[src/rtl/midi_note_decoder.sv]
// midi_note_decoder: parses a raw MIDI byte stream into a monophonic,
// last-note-priority note command (o_cmd / o_midi / o_velocity) for phase_bank.
// Handles Note On/Off, velocity-zero Note Off, running status, interleaved
// real-time bytes and SysEx skipping.
// Build option: define MIDI_CHANNEL_FILTER_EN to accept only channel CHANNEL;
// leave it undefined for omni mode (every channel executes).
module midi_note_decoder #(
  parameter logic [3:0] CHANNEL = 4'd0
) (
  input  logic       clk,
  input  logic       i_rst_n,
  input  logic [7:0] i_byte,
  input  logic       i_valid,
  output logic       o_cmd,
  output logic [6:0] o_midi,
  output logic [6:0] o_velocity,
  output logic       o_event
);

`ifdef MIDI_CHANNEL_FILTER_EN
  localparam bit FILTER_EN = 1'b1;
`else
  localparam bit FILTER_EN = 1'b0;
`endif

  typedef enum logic [1:0] {
    IDLE    = 2'd0,  // no running status, data bytes discarded
    WAIT_D1 = 2'd1,  // running status held, waiting for note byte
    WAIT_D2 = 2'd2   // note latched, waiting for velocity byte
  } state_e;

  state_e     state_q, state_d;
  logic       note_on_q, note_on_d;  // 1 = Note On, 0 = Note Off
  logic       match_q, match_d;      // channel of running status is accepted
  logic [6:0] note_q, note_d;        // latched first data byte
  logic       cmd_q, cmd_d;
  logic [6:0] midi_q, midi_d;
  logic [6:0] vel_q, vel_d;
  logic       event_q, event_d;

  logic is_realtime;
  logic is_note_status;

  assign is_realtime    = (i_byte[7:3] == 5'b11111);  // 0xF8-0xFF
  assign is_note_status = (i_byte[7:5] == 3'b100);    // 0x8n / 0x9n

  // Next-state and output computation for the parser and the voice command.
  always_comb begin
    // NOTE: every signal gets a hold default first so no path leaves it unassigned (no latches).
    state_d   = state_q;
    note_on_d = note_on_q;
    match_d   = match_q;
    note_d    = note_q;
    cmd_d     = cmd_q;
    midi_d    = midi_q;
    vel_d     = vel_q;
    event_d   = 1'b0;

    if (i_valid) begin
      if (i_byte[7]) begin
        if (is_realtime) begin
          // Real-time bytes pass through without disturbing the parser.
        end else if (is_note_status) begin
          // A new note status replaces any pending partial message.
          note_on_d = i_byte[4];
          match_d   = !FILTER_EN || (i_byte[3:0] == CHANNEL);
          state_d   = WAIT_D1;
        end else begin
          // Other channel messages, SysEx and system common cancel running status.
          state_d = IDLE;
        end
      end else begin
        unique case (state_q)
          WAIT_D1: begin
            note_d  = i_byte[6:0];
            state_d = WAIT_D2;
          end
          WAIT_D2: begin
            state_d = WAIT_D1;  // running status: next data byte is a new note
            if (match_q) begin
              if (note_on_q && (i_byte[6:0] != 7'd0)) begin
                // Note On always takes the voice, including same-note retrigger.
                cmd_d   = 1'b1;
                midi_d  = note_q;
                vel_d   = i_byte[6:0];
                event_d = 1'b1;
              end else if (cmd_q && (note_q == midi_q)) begin
                // Release only silences the note that is actually sounding.
                cmd_d   = 1'b0;
                event_d = 1'b1;
              end
            end
          end
          default: begin
            // IDLE: stray data bytes are dropped.
          end
        endcase
      end
    end
  end

  // State and registered outputs; synchronous reset wins over i_valid.
  always_ff @(posedge clk) begin
    // NOTE: sequential state uses non-blocking assignments so all flops update together.
    if (!i_rst_n) begin
      state_q   <= IDLE;
      note_on_q <= 1'b0;
      match_q   <= 1'b0;
      note_q    <= 7'd0;
      cmd_q     <= 1'b0;
      midi_q    <= 7'd0;
      vel_q     <= 7'd0;
      event_q   <= 1'b0;
    end else begin
      state_q   <= state_d;
      note_on_q <= note_on_d;
      match_q   <= match_d;
      note_q    <= note_d;
      cmd_q     <= cmd_d;
      midi_q    <= midi_d;
      vel_q     <= vel_d;
      event_q   <= event_d;
    end
  end

  assign o_cmd      = cmd_q;
  assign o_midi     = midi_q;
  assign o_velocity = vel_q;
  assign o_event    = event_q;

endmodule
[config.mk]
export PLATFORM = sky130hd
export DESIGN_NAME = midi_note_decoder
export DESIGN_NICKNAME = d
export VERILOG_FILES = /design/src/rtl/midi_note_decoder.sv
export SDC_FILE = /design/constraint.sdc
export NUM_CORES = 1
export LEC_CHECK = 0
export ABC_AREA = 0
export CORE_ASPECT_RATIO = 0.9
export CORE_MARGIN = 3
export CORE_UTILIZATION = 52
export DETAILED_ROUTE_END_ITERATION = 7
export GPL_TIMING_DRIVEN = 0
export MAX_ROUTING_LAYER = met4
export PLACE_DENSITY = 0.85
export SYNTH_ARGS = -nofsm -noshare
export SYNTH_HDL_FRONTEND = slang
export SYNTH_SLANG_ARGS = --single-unit
[constraint.sdc]
create_clock -name clk -period 2.2 [get_ports clk]
set_input_delay 0.33 -clock clk [delete_from_list [all_inputs] [get_ports clk]]
set_output_delay 0.33 -clock clk [all_outputs]
set_load 0.005 [all_outputs]
Yosys cells after proc, flatten, opt, wreduce, memory -nomap -nowiden
Cells that the tools add are included.
Widths: inputs -> output; s select.
- word-level logic and storage cells: 39
- output and inout port bits: 16
- register bits after elaboration: 27
- equality and inequality tests: 6
- multiplexer cells: 8
- reduce and logical (&&, ||, !) cells: 11
- bitwise operators: 6
- operators by type and width (cell ; count):
    $reduce_and 5->1 ; 2
    $eq 7x7->1 ; 1
    $reduce_bool 7->1 ; 1
    $not 1->1 ; 6
    $reduce_and 3->1 ; 2
    $eq 5x5->1 const B ; 1
    $mux 1 ; 5
    $reduce_or 5->1 ; 1
    $mux 2 ; 2
    $pmux 2 s2 ; 1
    $reduce_and 4->1 ; 1
    $eq 3x3->1 const B ; 1
    $reduce_bool 3->1 ; 1
    $eq 2x1->1 const B ; 1
    $eq 2x2->1 const B ; 1
    $logic_and 1x1->1 ; 2
    $ne 2x2->1 const B ; 1
    $reduce_bool 2->1 ; 1

Logic depth before layout (Yosys ltp)
- depth in word-level cells: 4
- depth in mapped cells: 6
- gate-level depth less buffers: 4

Least setup slack after synthesis
OpenSTA, ideal clock, no wires.
- path kind: input to register
- start point: input port i_byte[3]
- end point: register event_q, in the netlist o_event
- required time: 2.085 ns
- setup time: 0.115 ns
- arrival: 1.169 ns
- cell stages on the path: 5
- buffers on the path: 1
- path slack: 0.916 ns
- cells stage by stage: nor3_1 and3_1 clkbuf_2 nor2_2 o21a_1
- longest elaborated chain between the ends: 3
- ends and longest elaborated chain (what ; RTL line ; RTL):
    start: declaration ; 12 ; input logic [7:0] i_byte,
    $reduce_bool 7->1 ; 81 ; if (note_on_q && (i_byte[6:0] != 7'd0)) begin
    $logic_and 1x1->1 ; 81 ;
    $mux 1 ; 81 ;
    end signal: assignment ; 122 ; event_q <= event_d;
    end: declaration ; 39 ; logic event_q, event_d;
No other way between the ends.
A chain may end at the register's enable or synchronous reset.

Worst setup path in the final report
- start point: input port i_byte[6]
- end point: register cmd_q, in the netlist o_cmd
- longest elaborated chain between the ends: 4
- elaborated cells between the ends (all ways): 5
- those cells by class: 1 x mux; 4 x reduce/logical
- ends and longest elaborated chain (what ; RTL line ; RTL):
    $reduce_bool 7->1 * ; 81 ;
    $logic_and 1x1->1 * ; 81 ;
    $reduce_bool 2->1 (no source line) ; n/a ;
    $reduce_and 5->1 (no source line) ; n/a ;
    end signal: assignment ; 119 ; cmd_q <= cmd_d;
    end: declaration ; 36 ; logic cmd_q, cmd_d;
Mark *: on every way between the ends. The rest lies on a longest branch, timed or not.

==> summary.log <==
qor: floorplan.floorplan.die_area 2910 sq um
qor: floorplan.coreArea 2050 sq um
qor: global_routing.globalRouteTotalUtil 20.1%
qor: power_and_ir_drop.total_leakage_power 0.491 nW
qor: final_layout.area_growth_syn_to_layout 26.6%
qor: run_status.run_status completed
qor: global_routing.pin_count_of_the_biggest_net_entering_global_routing 15
qor: critical_path.critical_path.max_stage_delay 500 ps
qor: clock_network.cts-buffers-inserted 3
qor: floorplan.die-height 51.5 microns
qor: critical_path.setup.worst_path.start i_byte[6]
qor: route.drtIter0Drc 38
qor: sta.layout_worst_path_cycle_share 78.8%
qor: route.detail_route.drc_violations 0
qor: synth.synthFlopType sky130_fd_sc_hd__dfxtp_1
qor: sta.final_max_slew_violation_count 0
qor: floorplan.design.portCount 27
qor: synth.yosysWarningCount 0
qor: sta.final.setup_skew 2.36 ps
qor: clock_network.clkTransAtPathRegs 140 ps
qor: clock_network.number_of_h_tree_levels 1
qor: floorplan.row_count 15
qor: synth.postSynthCellCount 127
qor: synth.synth.cell_area 1190 sq um
qor: sta.max_freq 577 MHz
qor: final_layout.num-nets-final 169
qor: floorplan.initial_standard_cell_utilization_of_the_core 58.4%
qor: critical_path.timing.critical_path.cells clkdlybuf4s50_1 > nor2_1 > and3_1 > clkbuf_2 > nor2_2 > o21a_1
qor: global_routing.antenna_found_initial 0
qor: final_layout.num_antenna_cells 0
qor: sta.setup-violations-final 0
qor: final_layout.utilization 73.9%
qor: floorplan.chipWidth 56.5 microns
qor: sta.final_hold_viol_count 0
qor: route.post_drt_wl_per_cell 14.9 microns
qor: synth.synthesized_area_per_cell 9.41 sq um
qor: clock_network.post-cts-setup-buffer-count 0
qor: critical_path.regToRegStartpoint state_q[1]
qor: hold_path.min_path_type register to register
qor: sta.fin_tns_setup 0 ps
qor: synth.ys_seq_elements 27
qor: route.vias 1,037
qor: critical_path.critical_path.startpoint_type input pin
qor: sta.worst_tran_pin_value 423 ps
qor: critical_path.slowest_stage sky130_fd_sc_hd__clkdlybuf4s50_1
qor: sta.period_minus_slack 1730 ps
qor: synth.seq_area_frac_synth 45.2%
qor: global_routing.global_route_wire_length_before_repair 4370 microns
qor: power_and_ir_drop.power_density 504 nW/um^2
qor: global_routing.grt-ovfl-total 0
qor: critical_path.worst_ep_required_time 2440 ps
qor: placement.number_of_port_buffers 26
qor: synth.async_reset_ff_share 0%
qor: sta.max-slew-margin-rel 71.8%
qor: route.totalWireLength 2710 microns
qor: synth.synth-edff-count 0
qor: clock_network.post_cts_hold_buffer_count 0
qor: clock_network.clk_root_buffer_cell sky130_fd_sc_hd__clkbuf_4
qor: final_layout.layout-drive-gt1-share 6.37%
qor: route.detail_route.vias_per_cell 5.70
qor: hold_path.min-delay-start o_velocity[0]
qor: route.antenna_violating_nets_post_route 0
qor: clock_network.cts_tree yes
qor: clock_network.cts.sinks 27
qor: clock_network.clock_insertion_delay_worst_skew 330 ps
qor: power_and_ir_drop.peakVddDrop 0.000506 V
qor: global_routing.first_global_vias 931
qor: run.timing.max_cap.violations 0
qor: clock_network.max-clock-path-buffers 2
qor: clock_network.cts_resized 0
qor: placement.gp_congestion 0.798
qor: critical_path.worst_reg2reg_setup_slack 770 ps
qor: critical_path.worst-path-max-fanout 10
qor: synth.syn_nets 138
qor: route.drt_first_pass_iters 5
qor: placement.detailedPlacementHpwl 2000 microns
qor: critical_path.worstPathArrival 1970 ps
qor: sta.setup_repair_after_global_routing_missed_its_margin false
qor: synth.yosysUniqueCellTypes 26
qor: critical_path.criticalPathCategory input pin to register
qor: critical_path.end_kind register
==> worst paths after layout <==
path | cells past startpoint | endpoint
max | 6 | o_cmd
max reg2reg | 5 | o_midi[1]
min | 2 | o_velocity[0]
min reg2reg | 2 | o_velocity[0]
==> sequential cells by signal, indices dropped and copies added (netlist names) <==
| signal | count |
|---|---|
| o_cmd | 1 |
| state_q | 2 |
| match_q | 1 |
| note_q | 7 |
| o_midi | 7 |
| o_event | 1 |
| o_velocity | 7 |
| note_on_q | 1 |
==> cell usage in the layout, fill, tap and decap left out, types with 7 or more instances in the layout <==
cell type / n
sky130_fd_sc_hd__o21ai_0: 12
sky130_fd_sc_hd__nand2_1: 8
sky130_fd_sc_hd__nor2b_1: 9
sky130_fd_sc_hd__xnor2_1: 7
sky130_fd_sc_hd__mux2i_1: 9
sky130_fd_sc_hd__a21boi_1: 14
sky130_fd_sc_hd__clkdlybuf4s50_1: 26
sky130_fd_sc_hd__dfxtp_1: 27
sky130_fd_sc_hd__nand3_1: 12
==> layout make-up <==
type                       count  area, sq um
multi-input combinational     93          613
buffer                         7         41.3
clock buffer                   4         26.3
tap                           25         31.3
fill                         160          533
timing repair buffer          26          260
sequential                    27          541
==> per-layer routing <==
metal,share of wire [%],up-vias,track usage (%)
met5,0,-,-
met4,0.44,0,3.56
met3,5.9,2,5.56
met2,46,35,32.7
met1,47,488,25.4
li1,-,512,-
==> report_power, final <==
part / switching (mW) / internal (mW) / leakage [nW] / total, mW
combinational: 0.0236 / 0.0298 / 0.258 / 0.0534
clock: 0.144 / 0.0712 / 0.0150 / 0.215
sequential: 0.00213 / 0.491 / 0.218 / 0.494
==> cell families after synthesis <==
family,share of synthesized area (%)
AND/OR/NAND/NOR,19.4
XOR/XNOR,5.13
buffers and inverters,3.46
AO/OA/AOI/OAI,18.3
multiplexers,8.48
flip-flops,45.2
==> critical path: cells and delay by family <==
| kind | cells | cell delay (ps) |
|---|---|---|
| buffers and inverters | 2 | 770 |
| and+or+nand+nor | 3 | 690 |
| AOI/OAI and AO/OA | 1 | 190 |
==> synth_stat cells, drive strengths merged (2+ instances only) <==
| cell | count | area [sq um] |
|---|---|---|
| nand3 | 12 | 60.1 |
| and3 | 3 | 18.8 |
| buf | 4 | 28.8 |
| nor3 | 2 | 10.0 |
| xnor2 | 7 | 61.3 |
| dfxtp | 27 | 541 |
| a21boi | 15 | 113 |
| o21ai | 15 | 75.1 |
| o21a | 3 | 22.5 |
| nand4 | 2 | 12.5 |
| nor2b | 9 | 56.3 |
| nand2 | 8 | 30.0 |
| mux2i | 9 | 90.1 |
| nor2 | 3 | 13.8 |
| clkbuf | 3 | 12.5 |
==> per-stage QoR <==
stage / cell area (sq um) / cells / power, mW / setup slack [ps] / hold slack (ps)
finish: 1510 / 182 / 0.762 / 467 / 489
global route: 1510 / 182 / 0.789 / 396 / 501
detailed placement: 1490 / 178 / 0.557 / 177 / 469
floorplan: 1190 / 127 / 0.525 / 916 / 460
CTS: 1510 / 182 / 0.767 / 533 / 490
global placement: 1490 / 178 / 0.556 / 246 / 460
Power figures use the tool's default switching activity.
